--- src/rtl/mul_seq.sv ---
// Multi-cycle shift-add sequencer for MUL/MULH/MULHSU/MULHU.
// Operands are converted to sign/magnitude on entry and the sign is restored in FIX.
module mul_seq #(
  parameter int BITS_PER_CYCLE = 1
) (
  input  logic        clk,
  input  logic        reset_n,
  input  logic        start,
  input  logic [3:0]  mul_op,
  input  logic [31:0] rs1_val,
  input  logic [31:0] rs2_val,
  input  logic [4:0]  rd_in,
  input  logic        flush,
  output logic        stall,
  output logic        done,
  output logic [31:0] result,
  output logic [4:0]  rd_out,
  output logic        reg_we_out
);
  // Operation codes as assigned in core.svh.
  localparam logic [3:0] MUL_MUL    = 4'd1;
  localparam logic [3:0] MUL_MULH   = 4'd2;
  localparam logic [3:0] MUL_MULHSU = 4'd3;

  localparam int ITER = 32 / BITS_PER_CYCLE;
  localparam int CW   = $clog2(ITER) + 1;

  typedef enum logic [1:0] {IDLE, CALC, FIX, DONE} state_t;

  state_t        state;
  logic [63:0]   acc, mcand;
  logic [31:0]   mplier;
  logic [CW-1:0] cnt;
  logic          neg, hi_sel;
  logic [4:0]    rd_q;

  logic          accept, sgn1, sgn2;
  logic [31:0]   a_mag, b_mag;
  logic [63:0]   acc_step, acc_fix;

  always_comb begin
    accept = (state == IDLE) && start && (mul_op != 4'd0) && !flush;
    sgn1   = (mul_op == MUL_MULH) || (mul_op == MUL_MULHSU);
    sgn2   = (mul_op == MUL_MULH);
    // 32-bit unsigned magnitude: 0x80000000 stays 0x80000000 (= 2^31)
    a_mag  = (sgn1 && rs1_val[31]) ? (32'd0 - rs1_val) : rs1_val;
    b_mag  = (sgn2 && rs2_val[31]) ? (32'd0 - rs2_val) : rs2_val;
    acc_step = acc;
    for (int i = 0; i < BITS_PER_CYCLE; i++)
      if (mplier[i]) acc_step = acc_step + (mcand << i);
    acc_fix = neg ? (64'd0 - acc) : acc;
  end

  assign stall      = reset_n && (accept || (!flush && (state == CALC || state == FIX)));
  assign reg_we_out = done && (rd_out != 5'd0);

  always_ff @(posedge clk or negedge reset_n) begin
    if (!reset_n) begin
      state  <= IDLE;
      acc    <= '0;
      mcand  <= '0;
      mplier <= '0;
      cnt    <= '0;
      neg    <= 1'b0;
      hi_sel <= 1'b0;
      rd_q   <= '0;
      done   <= 1'b0;
      result <= '0;
      rd_out <= '0;
    end else if (flush) begin
      state <= IDLE;
      done  <= 1'b0;
    end else begin
      case (state)
        IDLE: begin
          done <= 1'b0;
          if (accept) begin
            mcand  <= {32'd0, a_mag};
            mplier <= b_mag;
            acc    <= '0;
            neg    <= (sgn1 & rs1_val[31]) ^ (sgn2 & rs2_val[31]);
            hi_sel <= (mul_op != MUL_MUL);
            rd_q   <= rd_in;
            cnt    <= CW'(ITER - 1);
            state  <= CALC;
          end
        end
        CALC: begin
          acc    <= acc_step;
          mcand  <= mcand << BITS_PER_CYCLE;
          mplier <= mplier >> BITS_PER_CYCLE;
          if (cnt == '0) state <= FIX;
          else           cnt   <= cnt - CW'(1);
        end
        FIX: begin
          acc    <= acc_fix;
          result <= hi_sel ? acc_fix[63:32] : acc_fix[31:0];
          rd_out <= rd_q;
          done   <= 1'b1;
          state  <= DONE;
        end
        DONE: begin
          done  <= 1'b0;
          state <= IDLE;
        end
        default: state <= IDLE;
      endcase
    end
  end
endmodule

--- config.mk ---
export PLATFORM = sky130hd
export DESIGN_NAME = mul_seq
export DESIGN_NICKNAME = d
export VERILOG_FILES = /design/src/rtl/mul_seq.sv
export SDC_FILE = /design/constraint.sdc
export NUM_CORES = 1
export LEC_CHECK = 0
export ABC_CLOCK_PERIOD_IN_PS = 3300
export BUFFER_PORTS_ARGS = -buffer_cell sky130_fd_sc_hd__buf_2
export CAP_MARGIN = 20
export CELL_PAD_IN_SITES_DETAIL_PLACEMENT = 1
export CELL_PAD_IN_SITES_GLOBAL_PLACEMENT = 1
export CORE_MARGIN = 5
export CORE_UTILIZATION = 43
export CTS_BUF_LIST = sky130_fd_sc_hd__clkbuf_8
export DETAILED_ROUTE_END_ITERATION = 16
export HOLD_SLACK_MARGIN = 0.05
export PLACE_DENSITY_LB_ADDON = 0.1
export SYNTH_ARGS = -nofsm -noshare
export SYNTH_HDL_FRONTEND = slang
export SYNTH_SLANG_ARGS = --single-unit
--- constraint.sdc ---
create_clock -name clk -period 3.3 [get_ports clk]
set_input_delay 0.495 -clock clk [delete_from_list [all_inputs] [get_ports clk]]
set_output_delay 0.495 -clock clk [all_outputs]
set_load 0.005 [all_outputs]
Yosys cells after proc, flatten, opt, wreduce, memory -nomap -nowiden
Index checks and enable logic that the tools add are counted.

operators by class
  equality and inequality tests = 11
  reduce and logical (&&, ||, !) cells = 26
  bitwise logic cells = 4
  muxes and demuxes = 20
  add/sub/neg operators = 5

operators by type and width
  cell                                                                     number
  64-bit two-way mux                                                       4
  64-bit one-hot mux with 3 select lines                                   1
  32-bit two-way mux                                                       4
  64-bit one-hot mux with 2 select lines                                   1
  64-bit adder                                                             1
  32-bit one-hot mux with 2 select lines                                   1
  1-bit by 32-bit subtractor with 32-bit output, first input constant      2
  1-bit by 64-bit subtractor with 64-bit output, first input constant      1
  6-bit two-way mux                                                        2
  6-bit one-hot mux with 2 select lines                                    1
  4-bit by 2-bit == test with 1-bit output, second input constant          2
  1-bit logical AND                                                        8
  2-bit one-hot mux with 4 select lines                                    1
  4-bit AND reduction                                                      2
  6-bit zero test                                                          1
  2-bit two-way mux                                                        3
  2-bit inequality test, second input constant                             3
  3-bit AND reduction                                                      2
  3-bit nonzero test                                                       2
  6-bit by 1-bit subtractor with 6-bit output, second input constant       1
  5-bit nonzero test                                                       1
  2-bit == test, second input constant                                     2
  4-bit by 1-bit inequality test with 1-bit output, second input constant  1
  2-bit AND reduction                                                      2
  other kinds (14)                                                         17

word-level totals
  output and inout bits = 40
  bits of input ports = 77
  bits in registers = 213
  logic and storage cells = 77

Depth between registers and ports, before layout
Gate-level depths: netlist of run 1.

  depth after elaboration = 7
  mapped depth = 12
  gate-level depth less buffers = 11

Worst setup path after synthesis of run 1
OpenSTA, ideal clock, no wires.

  kind = register -> register
  start = reg acc[15]
  end = reg result[18]
  required time = 3.154 ns
  stages on the path, launching flop included = 10
  slack = 0.169 ns
  setup time = 0.146 ns
  path buffers = 1
  period minus slack after synthesis = 3.131 ns
  data arrival time = 2.985 ns
  cells stage by stage = dfrtp_1 > or4_4 > or4_4 > or3_1 > buf_2 > nand2b_4 > or4_4 > o31ai_4 > xor2_1 > o221ai_1

between the ends
  longest elaborated chain between the ends = 3

ends and longest elaborated chain
  item                                           RTL line  source
  from (decl)                                    31        logic [63:0] acc, mcand;
  from (signal assigned)                         89        acc <= acc_step;
  from (signal assigned)                         96        acc <= acc_fix;
  1-bit by 64-bit subtractor with 64-bit output  51        acc_fix = neg ? (64'd0 - acc) : acc;
  64-bit two-way mux                             51
  32-bit two-way mux                             97        result <= hi_sel ? acc_fix[63:32] : acc_fix[31:0];
  to (signal assigned)                           97
  to (decl)                                      16        output logic [31:0] result,

Every way passes these cells.
A chain may end at the register's enable or synchronous reset.

Worst setup path in the final report of run 1
  start = reg acc[1]
  end = reg acc[21]

between the ends
  longest elaborated chain between the ends = 3
  elaborated cells between the ends (all ways) = 5
  those cells by class = add/sub (2); mux (3)

ends and longest elaborated chain
  item                                                                           RTL line  source
  1-bit by 64-bit subtractor with 64-bit output or 64-bit adder (tied branches)  51, 50
  64-bit two-way mux, on equally long branches                                   51, 50
  64-bit one-hot mux with 3 select lines (*)                                     74        case (state)

Mark *: on every way between the ends. The rest lies on a longest branch, timed or not. The select of a mux whose other input is x is not followed.

==> results of run 1 <==
[worst register-to-register path, cell delays in order (launching register included)]
cell	delay [ns]
dfrtp_1	0.44
ha_1	0.36
a211oi_2	0.24
nor2_1	0.12
o31ai_1	0.32
buf_4	0.21
o211ai_1	0.10
buf_4	0.17
buf_4	0.14
o22a_1	0.22
xor2_1	0.29
a2bb2oi_1	0.11
o21ai_0	0.47
[through the flow]
stage	setup slack (ns)	power [mW]	cells	instance area, um^2
final	-0.0475	15.8	2724	19200
after global routing	-0.0855	16.8	2724	19200
after detailed placement	-0.148	12.3	2640	18100
after global placement	-0.234	12.0	2640	18100
after CTS	0.00762	15.4	2717	19000
after floorplan	0.169	8.66	1984	15800
[synth_stat cells (all sizes together), types with 26 or more instances]
library cell / n / area (um^2)
ha: 72 / 901
a21oi: 194 / 971
nor2: 134 / 503
nor3: 51 / 260
or3: 36 / 225
o21ai: 253 / 1270
xnor2: 77 / 674
nand3: 32 / 165
inv: 38 / 143
clkbuf: 103 / 387
o31ai: 33 / 262
nand2: 285 / 1070
a22o: 34 / 298
dfrtp: 213 / 5330
xor2: 90 / 788
nand4: 26 / 163
[how the worst max path moves through the flow]
stage / startpoint / endpoint / slack (ns) / depth (start not counted)
final: acc[1]$_DFFE_PN0P_ / acc[21]$_DFFE_PN0P_ / -0.05 / 12
after CTS: acc[23]$_DFFE_PN0P_ / result[7]$_DFFE_PN0P_ / 0.008 / 11
after floorplan: acc[15]$_DFFE_PN0P_ / result[18]$_DFFE_PN0P_ / 0.17 / 9
after global routing: acc[15]$_DFFE_PN0P_ / result[18]$_DFFE_PN0P_ / -0.09 / 8
after global placement: acc[0]$_DFFE_PN0P_ / acc[22]$_DFFE_PN0P_ / -0.23 / 13
after detailed placement: acc[0]$_DFFE_PN0P_ / acc[22]$_DFFE_PN0P_ / -0.15 / 13
[power breakdown]
part | switching [mW] | total (mW) | internal [mW] | leakage [nW]
clock | 1.29 | 2.91 | 1.62 | 0.512
sequential | 0.618 | 3.94 | 3.32 | 2.82
combinational | 5.38 | 8.90 | 3.52 | 5.38
total | 7.29 | 15.8 | 8.47 | 8.71
[layout make-up]
class / instances / area (um^2) / area share
clock inverter: 19 / 120 / 0.00625
clock buffer: 57 / 785 / 0.0408
multi-input combinational: 1616 / 10100 / 0.527
inverter: 39 / 146 / 0.00761
sequential: 213 / 5330 / 0.277
tap: 468 / 586 / 0.0305
timing repair buffer: 312 / 2120 / 0.110
[logic make-up after synthesis]
group	synth area share
AND/OR/NAND/NOR	0.191
adder cells (fa/ha/maj)	0.0582
AO/OA/AOI/OAI	0.275
flip-flops	0.337
XOR/XNOR	0.0924
buffers and inverters	0.0368
multiplexers	0.00933
[state kept, by name (all words and copies together), names as in the netlist]
signal / count
acc: 64
mcand: 64
mplier: 32
result: 32
cnt: 6
rd_out: 5
rd_q: 5
state: 2
done: 1
hi_sel: 1
neg: 1
[what timing repair did]
action / CTS / global route
setup buffers: 0 / 7
hold endpoints to repair: 47 / 0
setup endpoints to repair: 12 / 43
gates resized for setup: 10 / 41
pin swaps: 1 / 12
hold buffers: 1 / 0
[per-layer routing]
layer  up-vias  global-route usage  wire length, um  share of wire
li1       7709                   -                -              -
met1      8121               0.377            26100           0.43
met2       391               0.484            28600           0.48
met3       129              0.0343             2790          0.046
met4         0               0.122             2530          0.042
met5         -                   0                0              0
[cells in the final DEF (no fill, tap or decap), types with 7 or more instances in the layout]
cell        n
nand4_1    26
a22o_1     34
nor2_1    133
or4_1      13
o31ai_1    27
xnor2_1    77
inv_1      50
or3_1      34
o21ai_1    14
ha_1       70
buf_4     190
nor3_1     45
dfrtp_1   211
o41ai_1    11
a21oi_1   193
nor4_1     12
o211ai_1   11
and2_1      7
o221ai_1   21
and3_1     11
clkbuf_8   57
nand3_1    31
nand2b_1    9
mux2i_1     8
o21ai_0   238
a211oi_1    9
a21o_1     25
nand2_1   284
o21bai_1   14
a31oi_1    17
xor2_1     88
o21a_1     16
o31a_1      7
buf_2     115
a22oi_1    16
==> results.yml, run 1 <==
floorplan:
  coreArea_um2: 36400
  num_rows: 70
  die_w_um: 202
  die-area_um2: 40700
  initial_utilization: 0.434
  die_height_um: 202
  io_pins: 117
clock_tree:
  clockBufferDepth: 3
  cts_tree: "yes"
  clkSlewWorstSetupHoldPaths_ns: 0.06
  clock-sinks: 213
  cts_made_buffers: 43
  cts-root-buf: "clkbuf_8"
  cts.htree.levels: 2
  clock_latency_ns: 0.63
detailed_routing:
  firstDrtPassIters: 5
  drt-vias-per-instance: 6.00
  wl_per_cell_um: 22.1
  first_iter_violations: 894
  drcViolationCount: 0
  antenna_left: 0
  vias: 16350
  routed_wirelength_mm: 60.1
job:
  drv_cap: 0
worst_setup_path:
  r2r-start: "acc[1]$_DFFE_PN0P_"
  reg2reg_slack_ns: -0.05
  crit_required_ns: 3.75
  path_max_fanout: 4
  cpMostUsedCell: "buf_4"
  critPathCaptureType: "flop"
  crit_family: "compound AO/OA/AOI/OAI gates"
  worstSetupPathType: "reg2reg"
  rr_worst_depth: 12
  crit_path_max_incr_delay_ns: 0.47
  worstReg2RegEnd: "acc[21]$_DFFE_PN0P_"
  start_kind: "flop"
  crit_arrival_ns: 3.80
  cp.buffers_inverters: 3
  cp_slowest_cell: "o21ai_0"
  cp_cell_sequence: "ha_1 -> a211oi_2 -> nor2_1 -> o31ai_1 -> buf_4 -> o211ai_1 -> buf_4 -> buf_4 -> o22a_1 -> xor2_1 -> a2bb2oi_1 -> o21ai_0"
grt:
  gr-usage-all-layers: 0.288
  antenna_found_initial: 0
  grt_pass1_vias: 16967
  overflow: 0
  grt_pass1_wl_mm: 95.0
  grt_max_degree: 106
status:
  violations: "setup timing"
  status: "finished, violations left"
power_and_ir_drop:
  vdd_drop_max_mv: 0.596
  power.density_nw_per_um2: 820
  p_leak_nw: 8.71
timing:
  layout_setup_ws_ns: -0.0475
  timing_hold_violations_final: 0
  rsz0062_at_grt: "yes"
  finalCriticalPeriod_ns: 3.35
  final-setup-viol-count: 2
  slew_viol_final: 0
  holdWs_ns: 0.105
  timing.fmax_ghz: 0.299
  worstMarginPinSlew_ns: 0.892
  timing.final.crit_share: 1.01
  relSlewSlack: 0.405
  final.setup.tns_ns: -0.0499
  fin_skew_ns: 0.0303
cells_and_area:
  area_growth_syn_to_layout_pct: 21.5
  drive_gt1_frac: 0.194
  diodes: 0
  nFillCells: 4477
  num-nets-final: 2375
  utilization: 0.528
min_path:
  hold-path-endpoint: "rd_q[0]$_DFFE_PN0P_"
  hp-start: "rd_in[0]"
  hp-class: "in2reg"
  hold_depth: 2
place:
  io_buffer_count: 116
  globalplace.congestion: 0.939
  dp_hpwl_mm: 46.1
synth:
  syn_avg_cell_area_um2: 7.98
  yosys.cell_types.count: 73
  seq_area_frac_synth: 0.337
  ys.flop_type: "dfrtp_1"
  synthCells: 1984
  synthArstFlopShare: 1.00
  synth_edf_count: 0
  synth-seq-cells: 213
  synth_nets: 2134
  netlist_area_um2: 15800
  yosysWarnings: 0
No activity file was read; power rests on OpenSTA's default activity.
==> run 2: changes to the inputs <==
--- a/config.mk
+++ b/config.mk
@@ -16,6 +16,7 @@
 export DETAILED_ROUTE_END_ITERATION = 16
 export HOLD_SLACK_MARGIN = 0.05
 export PLACE_DENSITY_LB_ADDON = 0.1
+export RECOVER_POWER = 100
 export SYNTH_ARGS = -nofsm -noshare
 export SYNTH_HDL_FRONTEND = slang
 export SYNTH_SLANG_ARGS = --single-unit
==> results.yml, run 2 (synthesis results as in run 1) <==
status:
  status: "finished, violations left"
  violations: "setup timing"
place:
  io_buffer_count: 116
  place_inst: 2640
  globalplace.congestion: 0.939
  dpl-instance-area_um2: 18100
  dp_hpwl_mm: 46.1
floorplan:
  die_height_um: 202
  io_pins: 117
  initial_utilization: 0.434
  die-area_um2: 40700
  coreArea_um2: 36400
  num_rows: 70
  die_w_um: 202
detailed_routing:
  routed_wirelength_mm: 60.1
  vias: 16278
  antenna_left: 0
  firstDrtPassIters: 5
  first_iter_violations: 849
  wl_per_cell_um: 22.1
  drt-vias-per-instance: 5.98
  drcViolationCount: 0
timing:
  timing.final.crit_share: 1.01
  relSlewSlack: 0.0397
  final-setup-viol-count: 1
  worstMarginPinSlew_ns: 1.44
  timing_hold_violations_final: 0
  fin_skew_ns: 0.0301
  layout_setup_ws_ns: -0.0372
  slew_viol_final: 0
  rsz0062_at_grt: "yes"
  timing.fmax_ghz: 0.300
  finalCriticalPeriod_ns: 3.34
cells_and_area:
  area_growth_syn_to_layout_pct: 20.8
  diodes: 0
  layout_common_cells: "284 x nand2_1, 239 x o21ai_0, 211 x dfrtp_1"
  drive_gt1_frac: 0.181
  utilization: 0.525
  stdcell_count: 2724
  finalInstanceArea_um2: 19100
  num-nets-final: 2375
  final_common_cell: "nand2_1"
  top_regs: "acc (64), mcand (64)"
worst_setup_path:
  path_max_fanout: 4
  cpMostUsedCell: "buf_4"
  crit_family: "compound AO/OA/AOI/OAI gates"
  crit_required_ns: 3.75
  cp_slowest_cell: "o21ai_0"
  critPathCaptureType: "flop"
  crit_arrival_ns: 3.79
  worstSetupPathType: "reg2reg"
  start_kind: "flop"
  cp_cell_sequence: "ha_1 -> a211oi_2 -> nor2_1 -> o31ai_1 -> buf_4 -> o211ai_1 -> buf_4 -> buf_4 -> o22a_1 -> xor2_1 -> a2bb2oi_1 -> o21ai_0"
  crit_path_max_incr_delay_ns: 0.47
  cp.buffers_inverters: 3
power_and_ir_drop:
  p_total_mw: 15.6
  power.density_nw_per_um2: 818
  p_leak_nw: 8.58
  vdd_drop_max_mv: 0.595
grt:
  gr-usage-all-layers: 0.288
  grt-busiest-layer: "met2"
  grt_pass1_wl_mm: 95.0
  grt_pass1_vias: 16967
  grtUsageMet3: 0.0343
  overflow: 0
  grt_max_degree: 106
  use_met1: 0.377
  use_met2: 0.484
  antenna_found_initial: 0
clock_tree:
  clkSlewWorstSetupHoldPaths_ns: 0.06
  clock_latency_ns: 0.63
  clockBufferDepth: 3
  cts_tree: "yes"
  cts-root-buf: "clkbuf_8"
  cts_made_buffers: 43
  clock-sinks: 213
  cts.htree.levels: 2
min_path:
  hp-class: "in2reg"
job:
  drv_cap: 0
==> run 2: report_power, final <==
part	internal, mW	switching (mW)	total (mW)	leakage [nW]
clock network	1.62	1.29	2.92	0.512
registers	3.33	0.621	3.95	2.82
logic	3.43	5.36	8.78	5.25
total	8.38	7.27	15.6	8.58
==> run 2: what timing repair did <==
action,in CTS,in global routing
buffers inserted,0,7
hold buffers,1,0
setup endpoints to repair,12,43
gates cloned,0,0
endpoints found under the hold margin,47,0
resized for setup,10,41
pin swaps,1,12
==> run 2: path summary, 6_finish.rpt <==
check / slack [ns] / to / cells after the start / from
worst max register to register: -0.04 / acc[21]$_DFFE_PN0P_ / 12 / acc[1]$_DFFE_PN0P_
worst min-delay path: 0.10 / rd_q[0]$_DFFE_PN0P_ / 2 / rd_in[0]
min in group asynchronous: 0.74 / mcand[42]$_DFFE_PN0P_ / 2 / reset_n
worst min register to register: 0.46 / rd_out[2]$_DFFE_PN0P_ / 2 / rd_q[2]$_DFFE_PN0P_
worst max-delay path: -0.04 / acc[21]$_DFFE_PN0P_ / 12 / acc[1]$_DFFE_PN0P_
max in group asynchronous: 0.74 / acc[15]$_DFFE_PN0P_ / 3 / reset_n
==> run 2: final cells by class <==
cell class	count	area (um^2)
fillers	4490	17300
well taps	468	586
flip-flops and latches	213	5330
inverters	39	146
multi-input cells	1616	10100
repair buffers	312	2020
clock buffers	57	785
clock inverters	19	120
==> run 2: per-stage QoR <==
stage / hold slack, ns / setup slack [ns] / TNS [ns]
finish: 0.104 / -0.0372 / -0.0372
global route: 0.0938 / -0.0855 / -0.496
CTS: 0.0628 / 0.00762 / 0
detailed placement: 0.450 / -0.148 / -0.975
global placement: 0.441 / -0.234 / -1.18
floorplan: 0.199 / 0.169 / 0
==> run 2: metal layers <==
layer  vias up  part of all wire
li1       7723                 -
met1      8022              0.44
met2       408              0.48
met3       125             0.045
met4         0             0.040
met5         -                 0
